File: src/rtl/sequencer_contatore_base_2_pkg.sv
// Shared definitions for the sequencer_contatore_base_2 slice.
// Contents:
//   N_DEFAULT - default counter width (number of chained base-2 elements)
//   state_t   - controller state encoding; 2'b11 is unused and recovers to IDLE
package sequencer_contatore_base_2_pkg;

  localparam int N_DEFAULT = 8;

  typedef enum logic [1:0] {
    ST_IDLE  = 2'b00,
    ST_COUNT = 2'b01,
    ST_DONE  = 2'b10
  } state_t;

endpackage

File: src/rtl/sequencer_contatore_base_2_chain.sv
// N chained base-2 counter elements with the ripple incrementer folded into
// a single adder. Element i's carry-out feeds element i+1's enable.
// Ports:
//   clock - system clock, rising edge
//   clear - synchronous clear, active-high, overrides ei
//   ei    - enable into stage 0 (increment by one this edge)
//   q     - element outputs, MSB = stage N-1
//   eu    - carry out of the last stage (all ones and enabled)
module contatore_base_2_chain
  import sequencer_contatore_base_2_pkg::*;
#(
  parameter int N = N_DEFAULT
) (
  input  logic         clock,
  input  logic         clear,
  input  logic         ei,
  output logic [N-1:0] q,
  output logic         eu
);

  logic [N-1:0] r_q;

  always_ff @(posedge clock) begin
    if (clear) begin
      r_q <= '0;
    end else begin
      r_q <= r_q + N'(ei);
    end
  end

  assign q  = r_q;
  assign eu = (&r_q) & ei;

endmodule

File: src/rtl/sequencer_contatore_base_2.sv
// Start/done controller sequencing an N-bit base-2 counter chain.
// A start (soc=1 in IDLE) latches the terminal count, clears the chain and
// counts en ticks up to it; eoc then returns high and stays there until soc
// is released, so every new start needs a fresh soc rising edge.
// Ports:
//   clock  - system clock, rising edge
//   reset_ - synchronous reset, active-high, priority over everything
//   soc    - start of count (level, handshake with eoc)
//   limit  - terminal count, sampled only on the start edge
//   en     - count-enable tick while counting
//   eoc    - end of count: 1 idle/done, 0 busy
//   count  - current chain value
//   busy   - 1 only while counting
module sequencer_contatore_base_2
  import sequencer_contatore_base_2_pkg::*;
#(
  parameter int N = N_DEFAULT
) (
  input  logic         clock,
  input  logic         reset_,
  input  logic         soc,
  input  logic [N-1:0] limit,
  input  logic         en,
  output logic         eoc,
  output logic [N-1:0] count,
  output logic         busy
);

  state_t       r_state;
  state_t       w_state_nxt;
  logic [N-1:0] r_limit;
  logic [N-1:0] w_q;
  logic         w_eu;
  logic         w_ei;
  logic         w_clear;
  logic         w_at_limit;
  logic         w_start;

  assign w_at_limit = (w_q == r_limit);
  assign w_start    = (r_state == ST_IDLE) && soc;

  // State register
  always_ff @(posedge clock) begin
    if (reset_) begin
      r_state <= ST_IDLE;
    end else begin
      r_state <= w_state_nxt;
    end
  end

  // Terminal count is captured only on the start edge
  always_ff @(posedge clock) begin
    if (reset_) begin
      r_limit <= '0;
    end else if (w_start) begin
      r_limit <= limit;
    end
  end

  // Next-state logic
  always_comb begin
    w_state_nxt = ST_IDLE;
    unique case (r_state)
      ST_IDLE:  w_state_nxt = soc ? ST_COUNT : ST_IDLE;
      // The compare is against the value already in the chain, so the edge
      // that observes count==limit moves to DONE without incrementing.
      ST_COUNT: w_state_nxt = w_at_limit ? ST_DONE : ST_COUNT;
      ST_DONE:  w_state_nxt = soc ? ST_DONE : ST_IDLE;
      default:  w_state_nxt = ST_IDLE;
    endcase
  end

  // Output / chain-control decode (Moore outputs from state only)
  always_comb begin
    eoc  = 1'b1;
    busy = 1'b0;
    w_ei = 1'b0;
    unique case (r_state)
      ST_IDLE: begin
        eoc  = 1'b1;
        busy = 1'b0;
      end
      ST_COUNT: begin
        eoc  = 1'b0;
        busy = 1'b1;
        // Stopping at the limit keeps the chain from ever reaching its carry-out
        w_ei = en & ~w_at_limit;
      end
      ST_DONE: begin
        eoc  = 1'b1;
        busy = 1'b0;
      end
      default: begin
        eoc  = 1'b1;
        busy = 1'b0;
      end
    endcase
  end

  // Reset and start both zero the chain
  assign w_clear = reset_ | w_start;

  contatore_base_2_chain #(.N(N)) u_chain (
    .clock (clock),
    .clear (w_clear),
    .ei    (w_ei),
    .q     (w_q),
    .eu    (w_eu)
  );

  assign count = w_q;

endmodule
File: config.mk
export PLATFORM = sky130hd
export DESIGN_NAME = sequencer_contatore_base_2
export DESIGN_NICKNAME = d
export VERILOG_FILES = /design/src/rtl/sequencer_contatore_base_2_pkg.sv /design/src/rtl/sequencer_contatore_base_2_chain.sv /design/src/rtl/sequencer_contatore_base_2.sv
export SDC_FILE = /design/constraint.sdc
export NUM_CORES = 1
export LEC_CHECK = 0
export BUFFER_PORTS_ARGS = -buffer_cell sky130_fd_sc_hd__buf_2
export CAP_MARGIN = 25
export CORE_AREA = 2 2 46 44
export DETAILED_ROUTE_END_ITERATION = 8
export DIE_AREA = 0 0 48 46
export PLACE_DENSITY_LB_ADDON = 0.15
export SETUP_SLACK_MARGIN = 0.3
export SYNTH_ARGS = -nofsm -noshare
export SYNTH_HDL_FRONTEND = slang
export SYNTH_SLANG_ARGS = --single-unit
File: constraint.sdc
create_clock -name clock -period 1.77 [get_ports clock]
set_input_delay 0.0885 -clock clock [delete_from_list [all_inputs] [get_ports clock]]
set_output_delay 0.0885 -clock clock [all_outputs]
set_load 0.01 [all_outputs]
---- Word-level counts from Yosys, hierarchy flattened ----
Index checks and enable logic that the tools add are counted.
storage, ports and cells
  word-level logic and storage cells ...... 19
  output and inout port bits .............. 10
  register bits ........................... 18
  bits of input ports ..................... 12
operators by class
  reduce and logical (&&, ||, !) cells .... 2
  bitwise logic cells ..................... 3
  muxes and demuxes ....................... 7
  add/subtract/negate cells ............... 1
  equality and inequality tests ........... 3
operators with widths
  kind                                                 number
  adder 8 x 1 -> 8 bit                                 1
  equality test 8 bit                                  1
  case mux 2 bit (3 select lines)                      1
  2-to-1 mux 1 bit                                     4
  2-to-1 mux 2 bit                                     2
  equality test 2 x 1 -> 1 bit, second input constant  1
  equality test 2 bit, second input constant           1
  logical NOT 2 bit                                    1
  bitwise AND 1 bit                                    1
  logical AND 1 bit                                    1
  inverter 1 bit                                       1
  bitwise OR 1 bit                                     1

---- Depth between registers and ports, before layout ----
Gate-level depths: netlist of the first run.
  depth after elaboration ................. 5
  gate-level depth with buffers ........... 9
  gate-level depth less buffers ........... 9

---- By module ----
From an unflattened synthesis of the first run, not the netlist that was laid out.
second synthesis, totals
  cell total of the unflattened synthesis .. 85
  area total of the unflattened synthesis .. 829.5 µm²
modules (own cells, without submodules)
  module                      instances  area an instance (µm²)  cells each  seq. area each (µm²)
  sequencer_contatore_base_2  1          496.7                   49          200.2
  contatore_base_2_chain      1          332.8                   36          160.2

---- Worst setup path before layout of the first run ----
OpenSTA, ideal clock, no wires.
  kind .................................... register -> register
  from .................................... reg u_chain.r_q[2] (netlist: u_chain.q[2])
  to ...................................... reg u_chain.r_q[4] (netlist: u_chain.q[4])
  setup slack ............................. 46 ps
  data required time ...................... 1656 ps
  arrival ................................. 1609 ps
  buffers on the path ..................... 0
  period minus slack after synthesis ...... 1724 ps
  stages on the path, launching flop included .. 10
  library setup time ...................... 114 ps
  cells stage by stage .................... dfxtp_1 > xnor2_1 > nand4_1 > nor2_1 > nor3b_1 > ha_1 > ha_1 > nand3_1 > xor2_1 > nor2_1
on the way
  cells in the longest elaborated chain, start to end .. 5
ends and longest elaborated chain
  element                   RTL line                                RTL
  start: declaration        sequencer_contatore_base_2_chain.sv:21  logic [N-1:0] r_q;
  start signal: assignment  sequencer_contatore_base_2_chain.sv:27  r_q <= r_q + N'(ei);
  equality test 8 bit       sequencer_contatore_base_2.sv:39        assign w_at_limit = (w_q == r_limit);
  inverter 1 bit            sequencer_contatore_base_2.sv:87        w_ei = en & ~w_at_limit;
  bitwise AND 1 bit         sequencer_contatore_base_2.sv:87
  2-to-1 mux 1 bit          sequencer_contatore_base_2.sv:78        unique case (r_state)
  adder 8 x 1 -> 8 bit *    sequencer_contatore_base_2_chain.sv:27
Every way passes the cells marked *; elsewhere a longest branch is shown, timed or not.
A chain may end at the register's enable or synchronous reset.

---- Final worst setup path of the first run ----
  from .................................... reg u_chain.r_q[5] (netlist: u_chain.q[5])
  to ...................................... reg u_chain.r_q[6] (netlist: u_chain.q[6])
Same word-level chain as after synthesis.

==> impl_metrics.py, run 1 <==
metrics = {
    "worst_hold_path": {
        "hp-start": "limit[5]",
        "min_path_type": "input pin to register",
    },
    "sta": {
        "setup-tns-final_ns": 0,
        "report.final.setup_viol": 0,
        "fmax_ghz": 0.615,
        "slew_headroom": 0.782,
        "final_hold_viol_count": 0,
        "finClkSkew_ns": 0.00330,
        "worst_slew_pin_slew_ns": 0.326,
        "drv_slew": 0,
        "rsz0062_at_grt": "true",
        "period_share": 0.919,
        "fin_crit_ns": 1.63,
    },
    "setup_path": {
        "startpoint_type": "register",
        "r2r_end": "u_chain.q[6]",
        "reg2reg_from": "u_chain.q[5]",
        "cp_max_fo": 5,
        "cp.required_ns": 1.95,
        "end_kind": "register",
        "critical_path.startpoint": "u_chain.q[5]",
        "critical_path.endpoint": "u_chain.q[6]",
        "reg2reg_depth": 9,
        "r2r_slack_ns": 0.14,
        "path_class": "register to register",
        "arrival_ns": 1.81,
    },
    "global_route": {
        "first_global_vias": 583,
        "antenna_found_initial": 0,
        "grt_max_degree": 14,
        "grt_pass1_wl_um": 2640,
        "overflow": 0,
        "grt_use_total": 0.172,
    },
    "final_layout": {
        "final_area_sq_um": 1120,
        "fill_cells": 162,
        "diodes": 0,
        "area_growth_pct": 39.0,
        "nNetsFinal": 129,
        "drive_gt1_frac": 0.535,
        "final_common_cell": "buf_2",
        "most-common-layout-cells": "buf_2, nor2_1, mux2i_1, buf_4, dfxtp_2",
    },
    "synth": {
        "yosysWarnings": 0,
        "ys_ff_latch": 18,
        "mappedNetlistArea_sq_um": 805,
        "synth_cells": 83,
        "yosysSeqAreaShare": 0.448,
        "yosys.area.top_type": "dfxtp_1",
        "synth.distinct_cells": 20,
        "syn_avg_cell_area_sq_um": 9.69,
        "synth_nets": 97,
        "ys_top_cells_by_area": "dfxtp_1, mux2i_1, xnor2_1, nor2_1, xor2_1",
        "synth_top_area_frac": 0.448,
    },
    "route": {
        "drc": 0,
        "routed_via_density": 4.79,
        "drt-initial-drc-count": 2,
        "wirelength_um": 1680,
        "drtAntennaViolNets": 0,
        "dr_total_vias": 666,
        "drt-wirelength-per-cell_um": 12.1,
        "drt_first_pass_iters": 4,
    },
    "die": {
        "std_cell_rows": 15,
        "die_h_um": 46,
        "dieArea_sq_um": 2210,
        "coreArea_sq_um": 1780,
        "top_level_ports": 22,
        "die_w_um": 48,
        "initial_core_util": 0.451,
    },
    "cts": {
        "clockBufferDepth": 2,
        "cts_max_level": 1,
        "clk_pin_slew_worst_paths_ns": 0.10,
        "cts_made_buffers": 3,
        "cts_tree": "done",
        "holdBufCountCts": 0,
        "clkSinkCount": 18,
        "insertion_delay_ns": 0.29,
        "cts_root_buf": "clkbuf_4",
    },
    "placement": {
        "place_congestion": 0.772,
        "dpl_cell_area_sq_um": 996,
        "numPortBuffers": 21,
        "place_hpwl_um": 1210,
    },
    "flow_run": {
        "max_cap_viol_count": 0,
    },
    "pwr": {
        "leakage_nw": 0.477,
        "ir_worst_vdd_v": 0.000477,
        "p_per_area_nw_per_um2": 737,
    },
    "status": {
        "status": "finished, final reports clean",
    },
}
[report_power, final]
group | internal [mW] | switching [mW]
clock | 0.0820 | 0.123
combinational | 0.0949 | 0.0804
sequential | 0.422 | 0.0214
[Yosys cell counts]
cell and count:
o31ai_1 1, nand2b_1 1, nor2_1 19, nor2_4 1
ha_1 2, xor2_1 5, or3_2 1, nand3_1 5
or2_1 1, and3_1 2, dfxtp_1 18, nor3b_1 1
nand4_1 2, nand2b_4 1, mux2i_1 8, a22o_1 1
buf_6 1, xnor2_1 9, inv_1 3, clkbuf_1 1
[per-stage QoR]
| stage | utilization | power [mW] | hold slack [ns] | worst slack [ns] | std cells |
|---|---|---|---|---|---|
| 6_report | 0.627 | 0.824 | 0.0270 | 0.144 | 139 |
| 5_1_grt | 0.627 | 0.874 | 0.0388 | 0.0469 | 139 |
| 4_1_cts | 0.596 | 0.825 | 0.0220 | 0.157 | 137 |
| 3_5_place_dp | 0.559 | 0.607 | 0.330 | 0.122 | 129 |
| 3_3_place_gp | 0.559 | 0.603 | 0.319 | 0.138 | 129 |
| 2_1_floorplan | - | 0.564 | 0.236 | 0.217 | 83 |
[routing by layer]
layer | global-route usage | up-vias | share of wire
met3 | 0.0238 | 4 | 0.037
met2 | 0.269 | 18 | 0.50
li1 | - | 336 | -
met1 | 0.237 | 308 | 0.44
met5 | 0 | - | 0
met4 | 0.0649 | 0 | 0.021
[final cells by class]
| cell class | instances | area (sq um) | share of cell area |
|---|---|---|---|
| multi-input cells | 60 | 493 | 0.441 |
| flip-flops and latches | 18 | 392 | 0.350 |
| repair buffers | 29 | 165 | 0.148 |
| well taps | 25 | 31.3 | 0.0280 |
| clock buffers | 3 | 22.5 | 0.0201 |
| inverters | 3 | 11.3 | 0.0101 |
| clock inverters | 1 | 3.75 | 0.00336 |
[worst min path at each step]
stage	cells after the start	end	slack, ns
after CTS	3	r_limit[5]	0.02
after global routing	3	r_limit[0]	0.04
after detailed placement	3	r_limit[0]	0.33
after floorplan	2	r_limit[0]	0.24
after global placement	3	r_limit[0]	0.32
final	3	r_limit[5]	0.03
[what timing repair did]
| item | CTS | global route |
|---|---|---|
| endpoints found under the setup margin | 7 | 8 |
| gates resized for setup | 2 | 11 |
| buffers inserted | 4 | 2 |
| pin swaps | 10 | 7 |
[logic make-up after synthesis]
| group | after synthesis | synth area share |
|---|---|---|
| compound gates | 2 | 0.0202 |
| xor+xnor | 14 | 0.152 |
| fa+ha+maj | 2 | 0.0311 |
| buf+inv | 5 | 0.0327 |
| flops | 18 | 0.448 |
| mux | 8 | 0.0995 |
| simple gates | 34 | 0.216 |
[registers in the layout, indices dropped and copies added, names as in the netlist]
signal and cells:
r_limit 8, r_state 2, u_chain.q 8
[critical path, stage by stage (launching register included)]
cell     delay [ns]
dfxtp_4        0.38
xnor2_2        0.13
nand4_1        0.10
nor2_2         0.06
nor3b_2        0.17
ha_2           0.25
ha_4           0.16
nand3_2        0.07
xor2_1         0.14
nor2_1         0.05
No activity file was read; power rests on OpenSTA's default activity.
==> run 2, diff against run 1 <==
--- a/config.mk
+++ b/config.mk
@@ -10,6 +10,7 @@
 export CORE_AREA = 2 2 46 44
 export DETAILED_ROUTE_END_ITERATION = 8
 export DIE_AREA = 0 0 48 46
+export MAX_ROUTING_LAYER = met4
 export PLACE_DENSITY_LB_ADDON = 0.15
 export SETUP_SLACK_MARGIN = 0.3
 export SYNTH_ARGS = -nofsm -noshare
==> run 2 against run 1 <==
Effect of this change:
- sequential power barely moved
- register-to-register slack barely moved
- non-clock buffer count did not move
- clock power barely moved
- critical path type unchanged
- largest cell class unchanged
- largest power group unchanged
==> impl_metrics.py, run 2 (synthesized netlist as in run 1, its figures left out) <==
metrics = {
    "global_route": {
        "grt_use_total": 0.177,
        "grt_max_degree": 14,
        "overflow": 0,
        "grt_pass1_wl_um": 2640,
        "antenna_found_initial": 0,
        "first_global_vias": 583,
    },
    "die": {
        "die_w_um": 48,
        "dieArea_sq_um": 2210,
        "top_level_ports": 22,
        "initial_core_util": 0.451,
        "std_cell_rows": 15,
        "die_h_um": 46,
        "coreArea_sq_um": 1780,
    },
    "pwr": {
        "combPwrFrac": 0.213,
        "clkPwrFrac": 0.248,
        "p_per_area_nw_per_um2": 736,
        "p_sw_uw": 224,
        "leakage_nw": 0.477,
        "pwr-share-seq": 0.539,
        "ir_worst_vdd_v": 0.000476,
        "p_int_uw": 599,
        "p_sw_frac": 0.272,
    },
    "cts": {
        "clk_pin_slew_worst_paths_ns": 0.10,
        "cts_root_buf": "clkbuf_4",
        "insertion_delay_ns": 0.29,
        "cts_made_buffers": 3,
        "clockBufferDepth": 2,
        "cts_max_level": 1,
        "clkSinkCount": 18,
        "holdBufCountCts": 0,
        "cts_tree": "done",
    },
    "route": {
        "drt_first_pass_iters": 3,
        "drtAntennaViolNets": 0,
        "wirelength_um": 1680,
        "drt-initial-drc-count": 2,
        "routed_via_density": 4.79,
        "dr_total_vias": 666,
        "drt-wirelength-per-cell_um": 12.1,
        "drc": 0,
    },
    "sta": {
        "final_hold_viol_count": 0,
        "setup-tns-final_ns": 0,
        "fmax_ghz": 0.616,
        "rsz0062_at_grt": "true",
        "slew_headroom": 0.784,
        "worst_slew_pin_slew_ns": 0.323,
        "drv_slew": 0,
        "fin_crit_ns": 1.62,
        "period_share": 0.917,
        "hold_slack_ns": 0.0274,
        "finClkSkew_ns": 0.00338,
        "report.final.setup_viol": 0,
    },
    "final_layout": {
        "seq_area_sq_um": 392,
        "most-common-layout-cells": "buf_2, nor2_1, mux2i_1, buf_4, dfxtp_2",
        "nNetsFinal": 129,
        "multiInputGateArea_sq_um": 493,
        "fill_cells": 162,
        "drive_gt1_frac": 0.535,
        "final_common_cell": "buf_2",
        "stdcell_count": 139,
        "diodes": 0,
        "area_growth_pct": 39.0,
    },
    "setup_path": {
        "cp_max_fo": 4,
        "cp.required_ns": 1.95,
        "reg2reg_from": "u_chain.q[3]",
        "r2r_slack_ns": 0.15,
        "end_kind": "register",
        "startpoint_type": "register",
        "r2r_end": "u_chain.q[6]",
        "path_class": "register to register",
        "arrival_ns": 1.80,
        "reg2reg_depth": 9,
    },
    "worst_hold_path": {
        "hold_path_end": "r_limit[5]",
        "hp-start": "limit[5]",
        "min_path_type": "input pin to register",
        "hold_depth": 3,
    },
    "status": {
        "status": "finished, final reports clean",
    },
    "placement": {
        "place_congestion": 0.783,
        "place_hpwl_um": 1210,
        "numPortBuffers": 21,
        "numPlacedInstances": 129,
    },
    "flow_run": {
        "max_cap_viol_count": 0,
    },
}
[run 2: cell counts in the layout (fill, tap and decap cells not counted)]
No cell type changed its count.
[run 2: area by class of cell]
class / count / area share
inverters: 3 / 0.0101
clock buffers: 3 / 0.0201
well taps: 25 / 0.0280
flip-flops and latches: 18 / 0.350
clock inverters: 1 / 0.00336
repair buffers: 29 / 0.148
multi-input cells: 60 / 0.441
[run 2: worst max-delay path by stage]
stage / endpoint / start / cells after the start / slack [ns]
finish: u_chain.q[6] / u_chain.q[3] / 9 / 0.15
global route: u_chain.q[4] / u_chain.q[3] / 9 / 0.05
CTS: u_chain.q[7] / u_chain.q[2] / 9 / 0.16
detailed placement: u_chain.q[6] / u_chain.q[6] / 9 / 0.12
global placement: u_chain.q[7] / u_chain.q[1] / 9 / 0.14
floorplan: u_chain.q[4] / u_chain.q[1] / 9 / 0.22
[run 2: stage by stage]
| stage | utilization | instance area (sq um) | worst slack, ns | power (mW) |
|---|---|---|---|---|
| floorplan | - | 860 | 0.217 | 0.564 |
| global placement | 0.559 | 996 | 0.138 | 0.603 |
| detailed placement | 0.559 | 996 | 0.122 | 0.607 |
| CTS | 0.596 | 1060 | 0.157 | 0.825 |
| global route | 0.627 | 1120 | 0.0469 | 0.874 |
| finish | 0.627 | 1120 | 0.146 | 0.823 |
[run 2: power by group through the flow]
stage	logic (mW)	registers (mW)	clock network, mW
floorplan	0.118	0.446	0
global placement	0.155	0.449	0
detailed placement	0.157	0.450	0
CTS	0.170	0.439	0.216
global route	0.197	0.447	0.230
finish	0.175	0.444	0.204
[run 2: worst max-delay path, cell delays in order, from the launching register on]
cell,delay [ns]
dfxtp_2,0.36
xnor2_2,0.16
nand4_1,0.12
nor2_2,0.14
nor3b_2,0.07
ha_2,0.22
ha_4,0.18
nand3_2,0.06
xor2_1,0.15
nor2_1,0.05
[run 2: timing repair]
item                                    4_1_cts  5_1_grt
setup buffers                                 4        2
resized for setup                             2       11
cloned                                        0        0
pin swaps                                    10        7
endpoints found under the setup margin        7        8
[run 2: routing by layer]
layer / part of all wire / global-route usage / wire (um) / vias up
met5: 0 / - / 0 / -
met4: 0.023 / 0.0649 / 38 / 0
met2: 0.50 / 0.269 / 833 / 18
met1: 0.45 / 0.237 / 750 / 308
li1: - / - / - / 336
met3: 0.036 / 0.0238 / 60 / 4
